===== config.mk =====
export PLATFORM = sky130hd
export DESIGN_NAME = spi_ram_arbiter
export DESIGN_NICKNAME = d
export VERILOG_FILES = /design/src/rtl/spi_ram_arbiter.sv
export SDC_FILE = /design/constraint.sdc
export NUM_CORES = 1
export LEC_CHECK = 0
export CORE_UTILIZATION = 38
export DETAILED_ROUTE_END_ITERATION = 10
export GPL_TIMING_DRIVEN = 0
export PLACE_DENSITY = 0.8
export SLEW_MARGIN = 20
export SYNTH_ARGS = -nofsm -noshare
export SYNTH_HDL_FRONTEND = slang
export SYNTH_SLANG_ARGS = --single-unit

===== constraint.sdc =====
create_clock -name clk -period 2 [get_ports clk]
set_input_delay 0.4 -clock clk [delete_from_list [all_inputs] [get_ports clk]]
set_output_delay 0.4 -clock clk [all_outputs]
set_load 0.02 [all_outputs]

===== src/rtl/spi_ram_arbiter.sv =====
// spi_ram_arbiter: two-port front end for a single spi_ram_controller.
// Port 0 is the data (load/store) port. Port 1 is the instruction-fetch port.
// Transactions are serialised as IDLE -> ISSUE -> WAIT.
// Optional macro SPI_RAM_ARB_ROUND_ROBIN_EN: when it is defined, ties alternate
// between the ports. When it is undefined, port 0 always wins a tie.
module spi_ram_arbiter #(
    parameter int ADDR_BITS  = 16,
    parameter int DATA_WIDTH = 16
) (
    input  logic                  clk,
    input  logic                  rst,
    input  logic                  p0_req,
    input  logic                  p0_we,
    input  logic [ADDR_BITS-1:0]  p0_addr,
    input  logic [DATA_WIDTH-1:0] p0_wdata,
    output logic                  p0_grant,
    output logic                  p0_done,
    output logic [DATA_WIDTH-1:0] p0_rdata,
    input  logic                  p1_req,
    input  logic                  p1_we,
    input  logic [ADDR_BITS-1:0]  p1_addr,
    input  logic [DATA_WIDTH-1:0] p1_wdata,
    output logic                  p1_grant,
    output logic                  p1_done,
    output logic [DATA_WIDTH-1:0] p1_rdata,
    output logic [ADDR_BITS-1:0]  ram_addr,
    output logic [DATA_WIDTH-1:0] ram_wdata,
    output logic                  ram_start_read,
    output logic                  ram_start_write,
    input  logic [DATA_WIDTH-1:0] ram_rdata,
    input  logic                  ram_busy,
    output logic                  busy
);

    typedef enum logic [1:0] {
        ST_IDLE  = 2'd0,
        ST_ISSUE = 2'd1,
        ST_WAIT  = 2'd2
    } state_t;

    state_t                state_q, state_d;
    logic                  owner_q, owner_d;   // 0 = port 0, 1 = port 1
    logic                  we_q, we_d;
    logic [ADDR_BITS-1:0]  addr_q, addr_d;
    logic [DATA_WIDTH-1:0] wdata_q, wdata_d;
    logic [DATA_WIDTH-1:0] p0_rdata_q, p0_rdata_d;
    logic [DATA_WIDTH-1:0] p1_rdata_q, p1_rdata_d;
`ifdef SPI_RAM_ARB_ROUND_ROBIN_EN
    logic                  rr_last_q, rr_last_d;
`endif

    logic any_req;
    logic winner;       // 1 = port 1 wins this IDLE cycle
    logic accept;       // a request is taken in this IDLE cycle
    logic complete;     // the controller has finished in WAIT

    // Winner selection. A single requester always wins.
    always_comb begin
        any_req = p0_req | p1_req;
`ifdef SPI_RAM_ARB_ROUND_ROBIN_EN
        if (p0_req && p1_req) begin
            winner = ~rr_last_q;
        end else begin
            winner = ~p0_req;
        end
`else
        winner = ~p0_req;
`endif
        accept   = (state_q == ST_IDLE) && any_req;
        complete = (state_q == ST_WAIT) && !ram_busy;
    end

    // State register.
    always_ff @(posedge clk) begin
        if (rst) begin
            state_q <= ST_IDLE;
        end else begin
            state_q <= state_d;
        end
    end

    // Next-state logic.
    always_comb begin
        state_d = state_q;
        case (state_q)
            ST_IDLE:  if (any_req) state_d = ST_ISSUE;
            ST_ISSUE: state_d = ST_WAIT;
            ST_WAIT:  if (!ram_busy) state_d = ST_IDLE;
            default:  state_d = ST_IDLE;
        endcase
    end

    // Datapath next values: latch the request on accept, and capture read data on completion.
    always_comb begin
        owner_d    = owner_q;
        we_d       = we_q;
        addr_d     = addr_q;
        wdata_d    = wdata_q;
        p0_rdata_d = p0_rdata_q;
        p1_rdata_d = p1_rdata_q;
`ifdef SPI_RAM_ARB_ROUND_ROBIN_EN
        rr_last_d  = rr_last_q;
`endif
        if (accept) begin
            owner_d = winner;
            we_d    = winner ? p1_we    : p0_we;
            addr_d  = winner ? p1_addr  : p0_addr;
            wdata_d = winner ? p1_wdata : p0_wdata;
`ifdef SPI_RAM_ARB_ROUND_ROBIN_EN
            rr_last_d = winner;
`endif
        end
        if (complete && !we_q) begin
            if (owner_q) begin
                p1_rdata_d = ram_rdata;
            end else begin
                p0_rdata_d = ram_rdata;
            end
        end
    end

    // Datapath registers.
    always_ff @(posedge clk) begin
        if (rst) begin
            owner_q    <= 1'b0;
            we_q       <= 1'b0;
            addr_q     <= '0;
            wdata_q    <= '0;
            p0_rdata_q <= '0;
            p1_rdata_q <= '0;
`ifdef SPI_RAM_ARB_ROUND_ROBIN_EN
            rr_last_q  <= 1'b1;
`endif
        end else begin
            owner_q    <= owner_d;
            we_q       <= we_d;
            addr_q     <= addr_d;
            wdata_q    <= wdata_d;
            p0_rdata_q <= p0_rdata_d;
            p1_rdata_q <= p1_rdata_d;
`ifdef SPI_RAM_ARB_ROUND_ROBIN_EN
            rr_last_q  <= rr_last_d;
`endif
        end
    end

    // Outputs: grant and done pulses, start strobes only in ISSUE, and latched address and data.
    always_comb begin
        p0_grant        = accept && !winner;
        p1_grant        = accept &&  winner;
        p0_done         = complete && !owner_q;
        p1_done         = complete &&  owner_q;
        ram_start_read  = (state_q == ST_ISSUE) && !we_q;
        ram_start_write = (state_q == ST_ISSUE) &&  we_q;
        ram_addr        = addr_q;
        ram_wdata       = wdata_q;
        p0_rdata        = p0_rdata_q;
        p1_rdata        = p1_rdata_q;
        busy            = (state_q != ST_IDLE);
    end

endmodule

* Word level (Yosys, flattened, before mapping)
Cells that the tools add are included.
Storage, ports and cells: RAM bits 0, bits in registers 68, output and inout port bits 71, memories 0, input bits 87, logic and storage cells 37, memory bits (read-only) 0, bits in latches 0
Cells by class: shift operators 0, reduce and logical (&&, ||, !) cells 17, multiply operators 0, bitwise gates (word level) 3, div/mod/pow operators 0, mux-type cells 6, add/subtract/negate cells 0, equal/unequal tests 4, $lt $le $gt $ge 0
Operators by type and width (number):
- 2-to-1 mux 16 bit | 2
- logical AND 1 bit | 9
- case mux 2 bit (3 select lines) | 1
- AND reduction 2 bit | 3
- 2-to-1 mux 2 bit | 2
- inequality test 2 bit, second input constant | 2
- zero test 1 bit | 3
- equality test 2 x 1 -> 1 bit, second input constant | 1
- equality test 2 bit, second input constant | 1
- zero test 2 bit | 1
- NOT 1 bit | 2
- nonzero test 2 bit | 1
- 2-to-1 mux 1 bit | 1
- bitwise OR 1 bit | 1

* Longest topological paths before layout
Gate-level depths: netlist of run 1.
depth after elaboration 4, mapped depth 5, depth with buffers taken out 3

* Worst setup path after synthesis of run 1
Ideal clock, no wire load.
path kind input-to-reg, from in ram_busy, to reg p1_rdata_q[10], in the netlist p1_rdata[10], setup time 118 ps, path slack 378 ps, stages on the path 5, required time 1882 ps, arrival 1503 ps, path buffers 2, cells stage by stage or3b_4 > or3_1 > buf_6 > buf_12 > mux2i_1
On the way: word-level cells in the longest chain between the ends 4
Ends and longest elaborated chain:
- start, declared | line 31 | input logic ram_busy,
- zero test 1 bit
- logical AND 1 bit | line 70 | complete = (state_q == ST_WAIT) && !ram_busy;
- logical AND 1 bit | line 113 | if (complete && !we_q) begin
- AND reduction 2 bit (no line)
- end signal, assigned | line 140 | p1_rdata_q <= p1_rdata_d;
- end, declared | line 47 | logic [DATA_WIDTH-1:0] p1_rdata_q, p1_rdata_d;
Every way passes these cells. A chain may end at the register's enable or synchronous reset.

* Worst setup path in the final report of run 1
from in ram_busy, to out p0_done
On the way: word-level cells in the longest chain between the ends 3
Ends and longest elaborated chain:
- zero test 1 bit
- logical AND 1 bit | line 70
- logical AND 1 bit | line 151 | p0_done = complete && !owner_q;
- end, declared | line 17 | output logic p0_done,
Every way passes these cells.

==> results of run 1 <==
## synthesized netlist by cell type
cell type | number | area share (%)
a211oi_1 | 1 | 0.27
a21oi_1 | 2 | 0.36
a221o_1 | 33 | 12
and2_1 | 34 | 7.7
buf_12 | 1 | 0.72
buf_2 | 3 | 0.54
buf_4 | 1 | 0.27
buf_6 | 1 | 0.41
clkbuf_1 | 13 | 1.8
dfxtp_1 | 68 | 49
inv_1 | 3 | 0.41
mux2i_1 | 32 | 12
nand2_1 | 2 | 0.27
nand2b_1 | 49 | 11
nand3b_1 | 1 | 0.27
nor2_1 | 7 | 0.95
nor3_4 | 1 | 0.59
nor4b_1 | 1 | 0.32
nor4bb_1 | 1 | 0.36
or2_2 | 1 | 0.23
or3_1 | 1 | 0.23
or3b_4 | 1 | 0.41
## cell families (layout without fill, tap and decap cells)
family          after synthesis  in the layout
flops                        68             68
buf+inv                      22            197
simple gates                 99             99
compound gates               36             36
mux                          32             32
## repair_timing
action | CTS | global route
buffers inserted | 0 | 4
pin swaps | 0 | 1
endpoints found under the setup margin | 37 | 22
resized for setup | 15 | 6
## flip-flops by register name, indices dropped and copies added, names as in the netlist
name / flops
p1_rdata: 16
we_q: 1
p0_rdata: 16
ram_wdata: 16
owner_q: 1
ram_addr: 16
state_q: 2
## power by group through the flow
stage               logic [mW]  clock network [mW]  registers (mW)
floorplan                0.197                   0            1.60
global placement         0.658                   0            1.51
detailed placement       0.663                   0            1.51
CTS                      0.662                1.11            1.49
global route             0.707                1.18            1.50
finish                   0.664                1.08            1.49
## per-stage QoR
stage	setup WS (ps)	std cells	area [µm²]
after floorplan	378	257	2760
after global placement	-458	509	4440
final	69.9	528	4670
after global routing	4.73	528	4670
after detailed placement	-482	509	4440
after CTS	0.937	524	4620
## worst reg2reg max path, cell delays in order, from the launching register on
cell and delay [ps]:
dfxtp_2 390, or3b_4 430, nor3_4 320, buf_4 300, mux2i_1 220
## cell type report
class                           count  share of cell area [%]
Buffer                             19                    2.25
Clock buffer                       13                    3.19
Clock inverter                      2                   0.751
Inverter                            3                   0.241
Multi-Input combinational cell    167                    28.0
Sequential cell                    68                    29.2
Tap cell                           96                    2.57
Timing Repair Buffer              160                    33.8
## layer usage
layer | vias to the layer above | GRT usage [%]
li1 | 1256 | -
met1 | 1160 | 24.5
met2 | 109 | 33.5
met3 | 14 | 7.30
met4 | 0 | 7.90
met5 | - | 0
## worst min-delay path by stage
stage	depth (start not counted)	end	slack, ps
floorplan	2	state_q[1]	490
global placement	2	p0_rdata[5]	460
detailed placement	2	p0_rdata[5]	460
CTS	2	p0_rdata[5]	470
global route	2	p0_rdata[1]	500
finish	2	p0_rdata[5]	470
==> reports/results.ini, run 1 <==
[sta]
finalWorstPathRequiredPeriod_ps=1930
report.final.slew_viol_count=0
hold_viol=0
post-route-period-util_pct=96.5
rsz0062_at_grt=false
hold_slack_ps=470
setup_viol=0
fin_worst_skew_ps=4.22
relSlewSlack_pct=62.8
clock.fmax_mhz=518
tightestPinTransition_ps=556
fin_setup_tns_ps=0

[yosys]
synth-seq-cells=68
avgSynthCellArea_um2=10.7
ys_seq_area_share_pct=49.3
synthSimpleGateAreaFrac_pct=22.4
yosysWarnings=0
synth_compound_area_share_pct=12.6
synthMuxAreaShare_pct=11.6
netlist_area_um2=2760
synth_fp_nets=344
synth.distinct_cells=22
synth-xor-area-share_pct=0
synth_fa_ha_area_share_pct=0
syn_inst=257
synth_top_family_by_area=simple AND/OR/NAND/NOR gates

[pwr]
power.density_nw_per_um2=693
combPwrFrac_pct=20.5
p_clk_share_pct=33.5
p_seq_share_pct=46.0
p_sw_mw=0.808
finalPower_mw=3.24
switching_share_pct=25.0
p_int_mw=2.43
ir_drop_mv=0.306
leakagePower_nw=1.87

[detailed_routing]
finalWirelength_mm=7.64
detail-route-antenna-nets=0
wl_met1_mm=3.25
met3_length_um=726
first_pass_iters=4
wl_met2_mm=3.51
wire_per_inst_um=14.5
drcViolationCount=0
drtIter0Drc=78
num_vias=2539
avgViaCountPerCell=4.81
top_layer_used=met4

[job]
maxCapViolCount=0

[worst_setup_path]
r2r_end=p0_rdata[7]
path_depth=4
critPathRequiredTime_ps=1600
cp_top_family=buffers and inverters
crit_path_start_kind=primary input
worstSetupEndpointType=output pin
critPathMaxFanout=4
reg2reg_depth=4
arrival_ps=1530
endpoint=p0_done
cp_cell_sequence=clkdlybuf4s50_1, or3b_4, nor2_1, buf_2
path_buf_inv=2
regToRegStartpoint=state_q[1]
crit_slowest_cell=clkdlybuf4s50_1
rrSetupSlack_ps=270
crit_path_start=ram_busy
setup.worst_path.class=in -> out
max_stage_delay_ps=430

[clock_network]
clkTransAtPathRegs_ps=70
root_buffer=clkbuf_8
clk_latency_ps=330
cts_buffer_depth=2
holdBufCountCts=0
cts_sinks=68
cts_tree=done
cts_buffers=9
htreeDepth=3

[floorplan]
core_area_um2=6910
ios=158
rows=30
initial_core_util_pct=40.0
fp.dieW_um=87.3
die_area_um2=7620
dieHeight_um=87.3

[grt]
grt_max_degree=11
grt_pass1_vias=2552
grt_pass1_wl_mm=12.0
grtUsageTotal_pct=20.4
grt.overflow.total=0
antenna_found_initial=0

[place]
io_buffers=156
dp_hpwl_mm=5.72
place.gp.congestion=0.708

[final_layout]
final_cell_mix=clkdlybuf4s50_1, dfxtp_1, nand2b_1, and2_1, a221o_1
regArea_um2=1360
nets=515
synthToLayoutAreaGrowth_pct=68.9
drive_gt1_share_pct=7.64
n_antenna_cell=0
multi_input_area_um2=1310
final_common_cell=clkdlybuf4s50_1
fill_cells=590
final_core_util_pct=67.6

[min_path]
hold_start=p0_rdata[5]
worstHoldPathType=reg -> reg

[outcome]
status=finished clean

Power figures use the tool's default switching activity.
==> run 2: changes to the inputs <==
CORE_MARGIN = 2   (was not set)
==> reports/results.ini, run 2 (synthesis results as in run 1) <==
[outcome]
status=finished clean  ; unchanged

[sta]
report.final.slew_viol_count=0  ; unchanged
setup_ws_ps=76.5  ; was 69.9 ps
finalWorstPathRequiredPeriod_ps=1920  ; was 1930 ps
fin_worst_skew_ps=3.62  ; was 4.22 ps
setup_viol=0  ; unchanged
clock.fmax_mhz=520  ; was 518 MHz
hold_viol=0  ; unchanged
tightestPinTransition_ps=553  ; was 556 ps
hold_slack_ps=475  ; was 470 ps
relSlewSlack_pct=63.0  ; was 62.8%
rsz0062_at_grt=false  ; unchanged
post-route-period-util_pct=96.2  ; was 96.5%

[detailed_routing]
wire_per_inst_um=14.7  ; was 14.5 µm
drtIter0Drc=61  ; was 78
avgViaCountPerCell=4.80  ; was 4.81
drcViolationCount=0  ; unchanged
first_pass_iters=4  ; unchanged
detail-route-antenna-nets=0  ; unchanged
num_vias=2532  ; was 2539
finalWirelength_mm=7.77  ; was 7.64 mm

[place]
place_ws_ps=-456  ; was -482 ps
dp_cells=512  ; was 509
dp_hpwl_mm=5.94  ; was 5.72 mm
place.gp.congestion=0.796  ; was 0.708
io_buffers=156  ; unchanged

[worst_setup_path]
path_buf_inv=2  ; unchanged
r2r_end=p0_rdata[13]  ; was p0_rdata[7]
regToRegStartpoint=state_q[1]  ; unchanged
rrSetupSlack_ps=170  ; was 270 ps
crit_path_start=ram_busy  ; unchanged
cp_top_family=buffers and inverters  ; unchanged
setup.worst_path.class=in -> out  ; unchanged
cp_cell_sequence=clkdlybuf4s50_1, or3b_4, nor2_1, buf_2  ; unchanged
path_depth=4  ; unchanged
critPathRequiredTime_ps=1600  ; about the same
crit_slowest_cell=clkdlybuf4s50_1  ; unchanged
crit_path_start_kind=primary input  ; unchanged
critPathMaxFanout=4  ; unchanged
reg2reg_depth=4  ; unchanged
worstSetupEndpointType=output pin  ; unchanged
arrival_ps=1520  ; was 1530 ps
max_stage_delay_ps=440  ; was 430 ps
endpoint=p0_done  ; unchanged

[floorplan]
fp.dieW_um=89.3  ; was 87.3 µm
rows=31  ; was 30
core_area_um2=7140  ; was 6910 µm²
ios=158  ; unchanged
die_area_um2=7970  ; was 7620 µm²
dieHeight_um=89.3  ; was 87.3 µm
initial_core_util_pct=38.7  ; was 40.0%

[pwr]
p_clk_share_pct=38.5  ; was 33.5%
power.density_nw_per_um2=744  ; was 693 nW/µm²
combPwrFrac_pct=18.9  ; was 20.5%
leakagePower_nw=1.88  ; was 1.87 nW
switching_share_pct=23.5  ; was 25.0%
p_seq_share_pct=42.6  ; was 46.0%
p_sw_mw=0.819  ; was 0.808 mW
ir_drop_mv=0.433  ; was 0.306 mV
p_int_mw=2.67  ; was 2.43 mW

[grt]
grt_pass1_vias=2592  ; was 2552
grtUsageTotal_pct=19.5  ; was 20.4%
antenna_found_initial=0  ; unchanged
grt_max_degree=12  ; was 11
grt_pass1_wl_mm=11.9  ; was 12.0 mm
grt.overflow.total=0  ; unchanged

[clock_network]
clk_latency_ps=330  ; about the same
holdBufCountCts=0  ; unchanged
cts_sinks=68  ; unchanged
htreeDepth=3  ; unchanged
root_buffer=clkbuf_8  ; unchanged
cts_tree=done  ; unchanged
cts_buffers=9  ; unchanged
cts_buffer_depth=2  ; unchanged
clkTransAtPathRegs_ps=70  ; about the same

[final_layout]
final_common_cell=clkdlybuf4s50_1  ; unchanged
drive_gt1_share_pct=7.01  ; was 7.64%
layoutNonFillerInstCount=527  ; was 528
n_antenna_cell=0  ; unchanged
synthToLayoutAreaGrowth_pct=69.7  ; was 68.9%
fill_cells=608  ; was 590
final_cell_mix=clkdlybuf4s50_1, dfxtp_1, nand2b_1, and2_1, a221o_1  ; unchanged
nets=511  ; was 515

[job]
maxCapViolCount=0  ; unchanged

[min_path]
worstHoldPathType=reg -> reg  ; unchanged
whs_path_depth=2  ; unchanged

-- run 2: per-layer routing --
metal  part of all wire, %  up-vias  wire (µm)  global-route usage (%)
met3                    10       11        800                    8.59
met1                    41     1165       3220                    22.2
met4                   1.6        0        125                    7.87
met5                     0        -          0                       0
li1                      -     1237          -                       -
met2                    47      119       3630                    32.1
-- run 2: metrics by stage --
step	TNS [ps]	power, mW	util, %	cell area, µm²
after floorplan	0	1.80	-	2760
after global placement	-16720	2.17	62.3	4450
after detailed placement	-18010	2.18	62.3	4450
after CTS	0	3.53	65.6	4680
after global routing	0	3.63	65.7	4690
final	0	3.49	65.7	4690
-- run 2: worst min-delay path by stage --
stage                      start            to  slack (ps)
floorplan             state_q[1]    state_q[1]         490
global placement    p0_rdata[11]  p0_rdata[11]         460
detailed placement   p0_rdata[3]   p0_rdata[3]         460
CTS                 p1_rdata[14]  p1_rdata[14]         480
global route         p1_rdata[7]   p1_rdata[7]         500
finish               p1_rdata[7]   p1_rdata[7]         470
-- run 2: tightest hold or removal path, delay by kind of cell (launching register included) --
| family | cells | cell delay [ps] |
|---|---|---|
| flip-flops | 1 | 310 |
| multiplexers | 1 | 60 |
| AND/OR/NAND/NOR | 1 | 60 |
-- run 2: power groups by stage --
stage / logic, mW / clock network, mW / registers (mW)
global placement: 0.659 / 0 / 1.51
global route: 0.703 / 1.43 / 1.50
finish: 0.658 / 1.34 / 1.49
floorplan: 0.197 / 0 / 1.60
detailed placement: 0.664 / 0 / 1.51
CTS: 0.663 / 1.38 / 1.49
-- run 2: cell type report --
cell class / count / area [µm²] / share of cell area [%]
Timing Repair Buffer: 156 / 1550 / 33.1
Inverter: 3 / 11.3 / 0.240
Sequential cell: 68 / 1360 / 29.0
Clock inverter: 5 / 100 / 2.14
Tap cell: 99 / 124 / 2.64
Clock buffer: 10 / 138 / 2.94
Multi-Input combinational cell: 167 / 1300 / 27.7
Buffer: 19 / 104 / 2.22
-- run 2: what timing repair did --
action | CTS | global route
buffers inserted | 0 | 0
setup endpoints to repair | 37 | 22
resized for setup | 15 | 4
==> run 3: changes to the inputs <==
MAX_ROUTING_LAYER = met4   (was not set)
==> reports/results.ini, run 3 (synthesis results as in run 1) <==
[worst_setup_path]
crit_path_start_kind=primary input  ; unchanged
max_stage_delay_ps=440  ; about the same
setup.worst_path.class=in -> out  ; unchanged
worstSetupEndpointType=output pin  ; unchanged
crit_slowest_cell=clkdlybuf4s50_1  ; unchanged
cp_top_family=buffers and inverters  ; unchanged
path_buf_inv=2  ; unchanged
critPathMaxFanout=4  ; unchanged
reg2reg_depth=4  ; unchanged
arrival_ps=1520  ; about the same
critPathRequiredTime_ps=1600  ; about the same
path_depth=4  ; unchanged
cp_cell_sequence=clkdlybuf4s50_1, or3b_4, nor2_1, buf_2  ; unchanged

[grt]
antenna_found_initial=0  ; unchanged
top_usage_layer=met2  ; unchanged
grt_pass1_wl_mm=11.8  ; was 11.9 mm
grtUsageTotal_pct=20.1  ; was 19.5%
grt_util_met3_pct=6.56  ; was 8.59%
met1_usage_pct=23.3  ; was 22.2%
grt_pass1_vias=2600  ; was 2592
grt_max_degree=12  ; unchanged
grt_util_met2_pct=32.1  ; about the same
grt.overflow.total=0  ; unchanged

[sta]
fin_worst_skew_ps=3.31  ; was 3.62 ps
setup_viol=0  ; unchanged
relSlewSlack_pct=63.8  ; was 63.0%
post-route-period-util_pct=96.2  ; about the same
clock.fmax_mhz=520  ; about the same
rsz0062_at_grt=false  ; unchanged
tightestPinTransition_ps=542  ; was 553 ps
hold_slack_ps=475  ; unchanged
finalWorstPathRequiredPeriod_ps=1920  ; about the same
hold_viol=0  ; unchanged
report.final.slew_viol_count=0  ; unchanged

[clock_network]
cts_buffers=9  ; unchanged
clk_latency_ps=330  ; about the same
cts_tree=done  ; unchanged
clkTransAtPathRegs_ps=70  ; about the same
root_buffer=clkbuf_8  ; unchanged
cts_sinks=68  ; unchanged
htreeDepth=3  ; unchanged
cts_buffer_depth=2  ; unchanged
holdBufCountCts=0  ; unchanged

[place]
dp_cells=512  ; unchanged
place.gp.congestion=0.808  ; was 0.796
dp_hpwl_mm=5.94  ; unchanged
io_buffers=156  ; unchanged

[final_layout]
n_antenna_cell=0  ; unchanged
final_common_cell=clkdlybuf4s50_1  ; unchanged
nets=511  ; unchanged
layoutNonFillerInstCount=527  ; unchanged
synthToLayoutAreaGrowth_pct=69.7  ; unchanged
drive_gt1_share_pct=7.01  ; unchanged
final_cell_mix=clkdlybuf4s50_1, dfxtp_1, nand2b_1, and2_1, a221o_1  ; unchanged

[pwr]
combPwrFrac_pct=18.9  ; about the same
power.density_nw_per_um2=745  ; was 744 nW/µm²
p_clk_share_pct=38.6  ; was 38.5%
p_int_mw=2.67  ; about the same
p_seq_share_pct=42.6  ; about the same
finalPower_mw=3.49  ; about the same
switching_share_pct=23.6  ; was 23.5%
leakagePower_nw=1.88  ; unchanged
ir_drop_mv=0.434  ; was 0.433 mV
p_sw_mw=0.824  ; was 0.819 mW

[floorplan]
die_area_um2=7970  ; unchanged
fp.dieW_um=89.3  ; unchanged
dieHeight_um=89.3  ; unchanged
initial_core_util_pct=38.7  ; unchanged
ios=158  ; unchanged
rows=31  ; unchanged
core_area_um2=7140  ; unchanged

[detailed_routing]
first_pass_iters=4  ; unchanged
drtIter0Drc=76  ; was 61
detail-route-antenna-nets=0  ; unchanged
wire_per_inst_um=14.8  ; was 14.7 µm
drcViolationCount=0  ; unchanged
avgViaCountPerCell=4.79  ; was 4.80
num_vias=2526  ; was 2532
finalWirelength_mm=7.78  ; was 7.77 mm

[min_path]
whs_path_depth=2  ; unchanged
worstHoldPathType=reg -> reg  ; unchanged

[job]
maxCapViolCount=0  ; unchanged

[outcome]
status=finished clean  ; unchanged

## run 3: final cells by class
type	instances	area, µm²
clock buffers	10	138
multi-input cells	167	1300
fillers	608	2450
repair buffers	156	1550
plain buffers	19	104
well taps	99	124
flip-flops and latches	68	1360
inverters	3	11.3
clock inverters	5	100
## run 3: power by group through the flow
stage	clock (mW)	combinational [mW]	sequential, mW
CTS	1.38	0.663	1.49
detailed placement	0	0.664	1.51
global route	1.42	0.703	1.50
floorplan	0	0.197	1.60
finish	1.35	0.659	1.49
global placement	0	0.659	1.51
## run 3: worst register-to-register path, stage by stage, from the launching register on
cell,delay (ps)
dfxtp_1,420
or3b_4,440
nor3_4,380
buf_4,310
mux2i_1,210
## run 3: worst paths after layout
| kind | start | end | slack (ps) |
|---|---|---|---|
| setup reg to reg | state_q[1] | p0_rdata[13] | 170 |
| hold reg to reg | p1_rdata[7] | p1_rdata[7] | 470 |
| setup / recovery | ram_busy | p0_done | 80 |
| hold / removal | p1_rdata[7] | p1_rdata[7] | 470 |
## run 3: stage by stage
step	cell area, µm²	setup slack [ps]	utilization, %	setup TNS (ps)
3_3_place_gp	4450	-424	62.3	-16720
3_5_place_dp	4450	-456	62.3	-18010
4_1_cts	4680	24.2	65.6	0
5_1_grt	4690	2.20	65.7	0
2_1_floorplan	2760	378	-	0
6_report	4690	76.5	65.7	0
## run 3: layer usage
metal	routed length, µm	part of all wire [%]	up-vias
li1	-	-	1236
met1	3350	43	1163
met2	3640	47	116
met3	651	8.4	11
met4	130	1.7	0
met5	0	0	-
## run 3: timing repair
item                       4_1_cts  5_1_grt
gates resized for setup         15        4
setup buffers                    0        0
setup endpoints to repair       37       22
